`src/rtl/mmio_periph_hub.sv`:
```
// Decoded MMIO register hub: ID, UART TX/RX FIFOs, status/irq, GPIO, PWM duty and sensor registers.
// Optional MTIME/MTIMECMP timer is enabled by defining MMIO_HUB_TIMER_EN.
module mmio_periph_hub #(
  parameter int unsigned WL         = 32,
  parameter int unsigned N_PWM      = 4,
  parameter int unsigned PWM_DC_WL  = 18,
  parameter int unsigned FIFO_DEPTH = 16,
  parameter int unsigned GPIO_WL    = 8
) (
  input  logic                       clk,
  input  logic                       resetn,
  input  logic                       cmd_valid,
  output logic                       cmd_ready,
  input  logic                       cmd_wr,
  input  logic [5:0]                 cmd_addr,
  input  logic [3:0]                 cmd_be,
  input  logic [WL-1:0]              cmd_wdata,
  output logic                       rsp_valid,
  output logic                       rsp_error,
  output logic [WL-1:0]              rsp_data,
  input  logic                       tx_rdy,
  output logic                       tx_vld,
  output logic [7:0]                 tx_data,
  input  logic                       rx_valid,
  input  logic [7:0]                 rx_data,
  input  logic [GPIO_WL-1:0]         gpio_in,
  output logic [GPIO_WL-1:0]         gpio_out,
  output logic [N_PWM*PWM_DC_WL-1:0] pwm_dcycle,
  input  logic                       sensor_valid,
  input  logic [30:0]                sensor_data,
  output logic                       irq
);

  localparam int unsigned LvlW    = $clog2(FIFO_DEPTH + 1);
  localparam int unsigned PtrW    = $clog2(FIFO_DEPTH);
  localparam logic [31:0] IdValue = 32'h4D4D_0002;

  typedef enum logic [0:0] {StIdle, StGap} tx_st_e;

  function automatic logic [31:0] lane_merge(input logic [31:0] old_v, input logic [31:0] new_v,
                                             input logic [3:0] be);
    logic [31:0] r;
    r = old_v;
    for (int b = 0; b < 4; b++) begin
      if (be[b]) r[8*b +: 8] = new_v[8*b +: 8];
    end
    return r;
  endfunction

  logic [3:0] word;
  logic       rd_en, wr_en;
  logic       unused_addr;
  assign word        = cmd_addr[5:2];
  assign rd_en       = cmd_valid && !cmd_wr;
  assign wr_en       = cmd_valid && cmd_wr;
  assign cmd_ready   = 1'b1;
  assign unused_addr = ^cmd_addr[1:0];

  // TX FIFO
  logic [7:0]      tx_mem_q [FIFO_DEPTH];
  logic [PtrW-1:0] tx_wptr_q, tx_rptr_q;
  logic [LvlW-1:0] tx_lvl_q;
  logic            tx_full, tx_empty, tx_push, tx_pop, tx_push_ok, tx_pop_ok;
  assign tx_full    = (tx_lvl_q == LvlW'(FIFO_DEPTH));
  assign tx_empty   = (tx_lvl_q == '0);
  assign tx_push    = wr_en && (word == 4'd1) && cmd_be[0];
  assign tx_push_ok = tx_push && !tx_full;
  assign tx_pop_ok  = tx_pop && !tx_empty;

  // RX FIFO
  logic [7:0]      rx_mem_q [FIFO_DEPTH];
  logic [PtrW-1:0] rx_wptr_q, rx_rptr_q;
  logic [LvlW-1:0] rx_lvl_q;
  logic            rx_full, rx_empty, rx_pop, rx_push_ok, rx_pop_ok;
  assign rx_full    = (rx_lvl_q == LvlW'(FIFO_DEPTH));
  assign rx_empty   = (rx_lvl_q == '0);
  assign rx_pop     = rd_en && (word == 4'd2);
  assign rx_push_ok = rx_valid && !rx_full;
  assign rx_pop_ok  = rx_pop && !rx_empty;

  always_ff @(posedge clk or negedge resetn) begin
    if (!resetn) begin
      for (int i = 0; i < FIFO_DEPTH; i++) begin
        tx_mem_q[i] <= '0;
        rx_mem_q[i] <= '0;
      end
      tx_wptr_q <= '0;
      tx_rptr_q <= '0;
      tx_lvl_q  <= '0;
      rx_wptr_q <= '0;
      rx_rptr_q <= '0;
      rx_lvl_q  <= '0;
    end else begin
      if (tx_push_ok) begin
        tx_mem_q[tx_wptr_q] <= cmd_wdata[7:0];
        tx_wptr_q           <= tx_wptr_q + PtrW'(1);
      end
      if (tx_pop_ok) tx_rptr_q <= tx_rptr_q + PtrW'(1);
      tx_lvl_q <= tx_lvl_q + LvlW'(tx_push_ok) - LvlW'(tx_pop_ok);
      if (rx_push_ok) begin
        rx_mem_q[rx_wptr_q] <= rx_data;
        rx_wptr_q           <= rx_wptr_q + PtrW'(1);
      end
      if (rx_pop_ok) rx_rptr_q <= rx_rptr_q + PtrW'(1);
      rx_lvl_q <= rx_lvl_q + LvlW'(rx_push_ok) - LvlW'(rx_pop_ok);
    end
  end

  // TX drain: one strobe, then a mandatory idle cycle
  tx_st_e     tx_st_q, tx_st_d;
  logic       tx_vld_q, tx_vld_d;
  logic [7:0] tx_data_q, tx_data_d;

  always_comb begin
    tx_st_d   = tx_st_q;
    tx_vld_d  = 1'b0;
    tx_data_d = tx_data_q;
    tx_pop    = 1'b0;
    unique case (tx_st_q)
      StIdle: begin
        if (tx_rdy && !tx_empty) begin
          tx_pop    = 1'b1;
          tx_vld_d  = 1'b1;
          tx_data_d = tx_mem_q[tx_rptr_q];
          tx_st_d   = StGap;
        end
      end
      StGap:   tx_st_d = StIdle;
      default: tx_st_d = StIdle;
    endcase
  end

  assign tx_vld  = tx_vld_q;
  assign tx_data = tx_data_q;

  // Status flags and configuration registers
  logic [7:0]           status, w1c, irq_en_q, irq_en_d;
  logic                 tx_ovf_q, tx_ovf_d, rx_ovf_q, rx_ovf_d;
  logic                 sensor_new_q, sensor_new_d, timer_hit;
  logic [30:0]          sensor_data_q, sensor_data_d;
  logic [GPIO_WL-1:0]   gpio_out_q, gpio_out_d, gpio_meta_q, gpio_sync_q;
  logic [PWM_DC_WL-1:0] pwm_q [N_PWM];
  logic [PWM_DC_WL-1:0] pwm_d [N_PWM];
  logic                 irq_q;

  assign status = {timer_hit, sensor_new_q, rx_ovf_q, tx_ovf_q,
                   rx_full, !rx_empty, tx_empty, tx_full};
  assign w1c    = (wr_en && (word == 4'd3) && cmd_be[0]) ? cmd_wdata[7:0] : 8'd0;

  // Hardware set has priority over software clear
  assign tx_ovf_d      = (tx_push && tx_full) || (tx_ovf_q && !w1c[4]);
  assign rx_ovf_d      = (rx_valid && rx_full) || (rx_ovf_q && !w1c[5]);
  assign sensor_new_d  = sensor_valid ||
                         (sensor_new_q && !w1c[6] && !(rd_en && (word == 4'd7)));
  assign sensor_data_d = sensor_valid ? sensor_data : sensor_data_q;
  assign irq_en_d      = (wr_en && (word == 4'd4) && cmd_be[0]) ? cmd_wdata[7:0] : irq_en_q;
  assign gpio_out_d    = (wr_en && (word == 4'd5)) ?
                         GPIO_WL'(lane_merge(32'(gpio_out_q), cmd_wdata, cmd_be)) : gpio_out_q;

  always_comb begin
    for (int i = 0; i < N_PWM; i++) begin
      pwm_d[i] = pwm_q[i];
      if (wr_en && (word == 4'(8 + i))) begin
        pwm_d[i] = PWM_DC_WL'(lane_merge(32'(pwm_q[i]), cmd_wdata, cmd_be));
      end
    end
  end

  always_comb begin
    pwm_dcycle = '0;
    for (int i = 0; i < N_PWM; i++) pwm_dcycle[i*PWM_DC_WL +: PWM_DC_WL] = pwm_q[i];
  end

  assign gpio_out = gpio_out_q;
  assign irq      = irq_q;

`ifdef MMIO_HUB_TIMER_EN
  logic [31:0] mtime_q, mtimecmp_q;
  logic        timer_hit_q;
  assign timer_hit = timer_hit_q;

  always_ff @(posedge clk or negedge resetn) begin
    if (!resetn) begin
      mtime_q     <= '0;
      mtimecmp_q  <= 32'hFFFF_FFFF;
      timer_hit_q <= 1'b0;
    end else begin
      mtime_q     <= (wr_en && (word == 4'd14)) ?
                     lane_merge(mtime_q, cmd_wdata, cmd_be) : mtime_q + 32'd1;
      if (wr_en && (word == 4'd15)) mtimecmp_q <= lane_merge(mtimecmp_q, cmd_wdata, cmd_be);
      timer_hit_q <= (mtime_q == mtimecmp_q) || (timer_hit_q && !w1c[7]);
    end
  end
`else
  assign timer_hit = 1'b0;
`endif

  // Read mux
  logic [31:0] rdata;
  logic        rerr;
  always_comb begin
    rdata = '0;
    rerr  = 1'b0;
    case (word)
      4'd0: rdata = IdValue;
      4'd1: rdata = 32'(tx_lvl_q);
      4'd2: if (!rx_empty) rdata = {1'b1, 23'd0, rx_mem_q[rx_rptr_q]};
      4'd3: rdata = {24'd0, status};
      4'd4: rdata = {24'd0, irq_en_q};
      4'd5: rdata = 32'(gpio_out_q);
      4'd6: rdata = 32'(gpio_sync_q);
      4'd7: rdata = {sensor_new_q, sensor_data_q};
`ifdef MMIO_HUB_TIMER_EN
      4'd14: rdata = mtime_q;
      4'd15: rdata = mtimecmp_q;
`endif
      default: begin
        rerr = 1'b1;
        for (int i = 0; i < N_PWM; i++) begin
          if (word == 4'(8 + i)) begin
            rdata = 32'(pwm_q[i]);
            rerr  = 1'b0;
          end
        end
      end
    endcase
  end

  always_ff @(posedge clk or negedge resetn) begin
    if (!resetn) begin
      tx_st_q       <= StIdle;
      tx_vld_q      <= 1'b0;
      tx_data_q     <= '0;
      tx_ovf_q      <= 1'b0;
      rx_ovf_q      <= 1'b0;
      sensor_new_q  <= 1'b0;
      sensor_data_q <= '0;
      irq_en_q      <= '0;
      gpio_out_q    <= '0;
      gpio_meta_q   <= '0;
      gpio_sync_q   <= '0;
      irq_q         <= 1'b0;
      rsp_valid     <= 1'b0;
      rsp_error     <= 1'b0;
      rsp_data      <= '0;
      for (int i = 0; i < N_PWM; i++) pwm_q[i] <= '0;
    end else begin
      tx_st_q       <= tx_st_d;
      tx_vld_q      <= tx_vld_d;
      tx_data_q     <= tx_data_d;
      tx_ovf_q      <= tx_ovf_d;
      rx_ovf_q      <= rx_ovf_d;
      sensor_new_q  <= sensor_new_d;
      sensor_data_q <= sensor_data_d;
      irq_en_q      <= irq_en_d;
      gpio_out_q    <= gpio_out_d;
      gpio_meta_q   <= gpio_in;
      gpio_sync_q   <= gpio_meta_q;
      irq_q         <= |(status & irq_en_q);
      rsp_valid     <= rd_en;
      rsp_error     <= rd_en && rerr;
      rsp_data      <= rd_en ? WL'(rdata) : '0;
      for (int i = 0; i < N_PWM; i++) pwm_q[i] <= pwm_d[i];
    end
  end

endmodule

```
`config.mk`:
```
export PLATFORM = sky130hd
export DESIGN_NAME = mmio_periph_hub
export DESIGN_NICKNAME = d
export VERILOG_FILES = /design/src/rtl/mmio_periph_hub.sv
export SDC_FILE = /design/constraint.sdc
export NUM_CORES = 1
export LEC_CHECK = 0
export BUFFER_PORTS_ARGS = -buffer_cell sky130_fd_sc_hd__buf_2
export CAP_MARGIN = 5
export CELL_PAD_IN_SITES_DETAIL_PLACEMENT = 0
export CELL_PAD_IN_SITES_GLOBAL_PLACEMENT = 2
export CORE_MARGIN = 5
export CORE_UTILIZATION = 45
export CTS_CLUSTER_DIAMETER = 150
export DETAILED_ROUTE_END_ITERATION = 7
export PLACE_DENSITY = 0.83
export SLEW_MARGIN = 10
export SYNTH_ARGS = -nofsm -noshare
export SYNTH_HDL_FRONTEND = slang
export SYNTH_SLANG_ARGS = --single-unit
```
`constraint.sdc`:
```
create_clock -name clk -period 5 [get_ports clk]
set_clock_uncertainty 0.2 [all_clocks]
set_input_delay 0.25 -clock clk [delete_from_list [all_inputs] [get_ports clk]]
set_output_delay 0.25 -clock clk [all_outputs]
set_load 0.01 [all_outputs]
```
---- Yosys cells after proc, flatten, opt, wreduce, memory -nomap -nowiden ----
Cells that the tools add are included.
storage, ports and cells
  register bits ........................... 465
  output and inout bits ................... 125
cells by class
  bitwise gates (word level) .............. 6
  multiplexer cells ....................... 28
  add/sub/neg operators ................... 8
  $lt $le $gt $ge ......................... 6
  reductions and logical operators ........ 60
  equality and inequality tests ........... 13
operator list
  operator                                             number
  bitwise mux 128 bit                                  2
  one-hot mux 32 bit (8 select lines)                  1
  2-to-1 mux 32 bit                                    5
  binary-select mux 8 bit (select 4 bit)               2
  demux 8 bit (select 4 bit)                           2
  2-to-1 mux 8 bit                                     6
  logical AND 1 bit                                    29
  AND reduction 2 bit                                  14
  >= comparator 5 bit, second input constant           4
  NOT 4 -> 5 bit                                       4
  2-to-1 mux 18 bit                                    1
  adder 4 x 1 -> 4 bit, second input constant          4
  equality test 4 x 3 -> 1 bit, second input constant  4
  equality test 4 bit, second input constant           4
  OR reduction 8 bit                                   2
  adder 5 x 1 -> 5 bit                                 2
  equality test 5 bit, second input constant           2
  logical NOT 5 bit                                    2
  < comparator 5 x 1 -> 1 bit, second input constant   2
  subtractor 5 x 1 -> 5 bit                            2
  logical NOT 1 bit                                    9
  bitwise AND 7 x 8 -> 8 bit                           1
  equality test 4 x 2 -> 1 bit, second input constant  2
  2-to-1 mux 1 bit                                     7
  other kinds (6)                                      8

---- Logic depth before layout (Yosys ltp) ----
  word-level depth ........................ 8
  mapped depth ............................ 17

---- Least setup slack after synthesis ----
OpenSTA, ideal clock, no wires.
  path kind ............................... register -> register
  start ................................... register rx_lvl_q[3]
  end ..................................... register rx_lvl_q[4]
  data arrival time ....................... 2881 ps
  clock period less this slack ............ 3203 ps
  buffers on the path ..................... 0
  setup slack ............................. 1797 ps
  cell stages (with the launch flop) ...... 14
  data required time ...................... 4677 ps
  cell sequence ........................... dfrtp_1 > inv_1 > ha_1 > or4b_2 > nand4_1 > inv_1 > ha_1 > inv_1 > ha_1 > fa_1 > a21oi_1 > nor2_1 > nor2_1 > xnor2_1
between the ends
  elaborated cells on any way between the ends .. 8
RTL lines
  what                       RTL line  source
  from (decl)                73        logic [LvlW-1:0] rx_lvl_q;
  from (signal assigned)     105       rx_lvl_q <= rx_lvl_q + LvlW'(rx_push_ok) - LvlW'(rx_pop_ok);
  logical NOT 5 bit          76        assign rx_empty = (rx_lvl_q == '0);
  logical NOT 1 bit          --
  logical AND 1 bit          79        assign rx_pop_ok = rx_pop && !rx_empty;
  named net rx_pop_ok        74        logic rx_full, rx_empty, rx_pop, rx_push_ok, rx_pop_ok;
  subtractor 5 x 1 -> 5 bit  105
The timed path passes the listed nets, and every way through them passes these cells.
A chain may end at the register's enable or synchronous reset.

---- Worst setup path after layout ----
Ends and elaborated chain as after synthesis.

==> flow_metrics.tcl <==
set metrics [dict create \
    start_util 0.4556 \
    die_y_microns 224.4 \
    die_area_sq_um 50330 \
    cp_max_fo 8 \
    clock-sinks 464 \
    synth-async-reset-ratio 1.000 \
    clk_path_buf_depth 3 \
    drt-vias-per-instance 5.583 \
    syn-num-nets 1529 \
    tns_ns 0 \
    min_path_type "primary input to flip-flop" \
    num_vias 12820 \
    postRouteAntennaNets 0 \
    synth_edf_count 0 \
    cts_tree "yes" \
    antenna_found_initial 0 \
    startpoint_type "flip-flop" \
    wl_per_cell_microns 23.22 \
    core_sq_um 45380 \
    critical_path_arrival_ns 3.94 \
    drc 0 \
    synth_flop_cell "dfrtp_1" \
    final_util 0.5444 \
    grt_pass1_wl_microns 82570 \
    drive_above_1_share 0.4623 \
    htreeDepth 2 \
    finalPower_mw 11.74 \
    fin_nets 1778 \
    worst_slew_pin_slew_ns 1.041 \
    timing.final.crit_period_ns 3.635 \
    n_antenna_cell 0 \
    place_inst 2143 \
    grt_pass1_vias 13480 \
    reg2reg_slack_ns 1.36 \
    worst_slack_ns 1.365 \
    synth.avg_cell_area_sq_um 14.67 \
    slew_viol_final 0 \
    rr_startpoint "rx_lvl_q[3]" \
    crit_end "rx_lvl_q[4]" \
    synth_top_area_cell "dfrtp_1" \
    fp-row-count 78 \
    ir_drop_mv 0.2607 \
    status "finished clean" \
    crit_start "rx_lvl_q[3]" \
    finalNonFillerCells 2296 \
    yosysUniqueCellTypes 57 \
    rr_endpoint "rx_lvl_q[4]" \
    yosysMostFrequentCell "dfrtp_1" \
    root_buffer "clkbuf_16" \
    setup_viol 0 \
    p_leak_nw 11.62 \
    drt-total-wl_microns 53310 \
    cts_buffers 50 \
    clkTransAtPathRegs_ns 0.07 \
    reg2regPathDepth 13 \
    grt_usage 0.2109 \
    hold_violations 0 \
    drv_cap 0 \
    post_cts_buffers 0 \
    gp_congestion 0.7906 \
    synth.area.top_cells "dfrtp_1, mux2_2, mux4_2, ha_1, nand2_1" \
    synth_top_area_frac 0.5616 \
    cp-end-kind "flip-flop" \
    yosysWarnings 0 \
    rsz0062_at_grt "false" \
    drt_iter0_markers 705 \
    required_ns 5.30 \
    netlist_area_sq_um 20680 \
    fin_crit_sh 0.7270 \
    area_growth_pct 19.49 \
    n_fill_cell 3800 \
    slew_headroom 0.3023 \
    synthesis.instances 1409 \
    dieWidth_microns 224.4 \
    fmax_mhz 275.1 \
    firstDrtPassIters 5 \
    place_ws_ns 1.360 \
    ys_seq_elements 464 \
    worstSkewPairLatency_ns 0.58 \
    port_buffers 202 \
    path_class "flip-flop to flip-flop" \
    ios 221 \
    yosys-top-cells-count "dfrtp_1, mux2_2, mux4_2" \
    dpl.hpwl_microns 36070 \
    overflow 0 \
    grt_start_max_net_pins 150 \
    powerDensity_nw_per_um2 475.1 \
    synth.yosys.seq_area_share 0.5616 \
]
kinds of logic after synthesis:
family / Yosys count / synth area share
buffers and inverters: 115 / 0.02203
adder cells (fa/ha/maj): 24 / 0.01525
XOR/XNOR: 20 / 0.008472
multiplexers: 483 / 0.3074
AO/OA/AOI/OAI: 103 / 0.03256
other: 1 / 0.0001814
flip-flops: 464 / 0.5616
AND/OR/NAND/NOR: 199 / 0.05253
state kept, by name (all words and copies together), names as in the netlist, 4 cells and up:
| register | cells |
|---|---|
| sensor_data_q | 31 |
| rx_rptr_q | 4 |
| gpio_meta_q | 8 |
| irq_en_q | 8 |
| rx_lvl_q | 5 |
| rx_wptr_q | 4 |
| tx_wptr_q | 4 |
| rx_mem_q | 128 |
| tx_lvl_q | 5 |
| tx_rptr_q | 4 |
| tx_data | 8 |
| gpio_out | 8 |
| pwm_dcycle | 72 |
| rsp_data | 32 |
| gpio_sync_q | 8 |
| tx_mem_q | 128 |
metal layers:
layer  wire length, microns  vias up  track usage
met5                      0        -            0
met4                   1140        0      0.05520
met3                   3152       75      0.03889
met2                  24640      325       0.3275
met1                  24380     6775       0.3102
li1                       -     5643            -
area by class of cell:
class                           instances  area, sq um  share of cell area
Tap cell                              600        750.7             0.03039
Clock inverter                         25        396.6             0.01605
Sequential cell                       464        11610              0.4701
Timing Repair Buffer                  281         1809             0.07323
Inverter                               31        116.4            0.004710
Clock buffer                           65         1409             0.05702
Multi-Input combinational cell        830         8610              0.3485
layout by cell type (no fill, tap or decap), types with 13 or more instances in the layout:
cell,count
and3_1,15
clkbuf_16,51
o21ai_0,21
a21oi_1,30
mux2i_1,23
dfrtp_1,461
nand3_1,19
mux2_2,368
buf_2,201
nor2_1,29
dlygate4sd3_1,63
buf_4,13
nand2_1,71
inv_1,30
a22oi_1,23
mux4_2,84
ha_1,22
xnor2_1,17
per-stage QoR:
step,cell area (sq um),hold WS (ns)
3_3_place_gp,22270,0.1321
2_1_floorplan,20680,-0.2456
3_5_place_dp,22270,0.1347
4_1_cts,24710,0.01173
6_report,24710,0.04373
5_1_grt,24710,0.04187
worst max-delay path, stage by stage, from the launching register on:
cell and delay, ns:
dfrtp_1 0.39, inv_1 0.08, ha_1 0.20, or4b_2 0.69
nand4_1 0.37, inv_1 0.21, ha_1 0.32, inv_1 0.04
ha_1 0.20, fa_1 0.41, a21oi_1 0.16, nor2_1 0.05
nor2_1 0.11, xnor2_1 0.13
worst min path at each step:
stage                  from           endpoint  slack [ns]  cells after the start
4_1_cts        cmd_wdata[3]     pwm_dcycle[57]        0.01                      2
3_3_place_gp         resetn  sensor_data_q[11]        0.13                      1
2_1_floorplan        resetn     gpio_meta_q[0]       -0.25                      0
6_report       cmd_wdata[3]      tx_mem_q[107]        0.04                      2
3_5_place_dp         resetn  sensor_data_q[11]        0.13                      1
5_1_grt        cmd_wdata[3]       tx_mem_q[99]        0.04                      2
timing repair:
| item | in CTS | in global routing |
|---|---|---|
| hold endpoints to repair | 304 | 0 |
| gates resized for setup | 0 | 0 |
| hold buffers | 63 | 0 |
power breakdown:
group / leakage [nW] / internal [mW] / switching (mW) / total, mW
sequential: 6.02 / 4.52 / 0.655 / 5.18
combinational: 4.72 / 1.45 / 1.09 / 2.53
clock: 0.879 / 2.50 / 1.53 / 4.03
total: 11.6 / 8.47 / 3.27 / 11.7
Note: power is estimated with default switching activity, not from simulation.
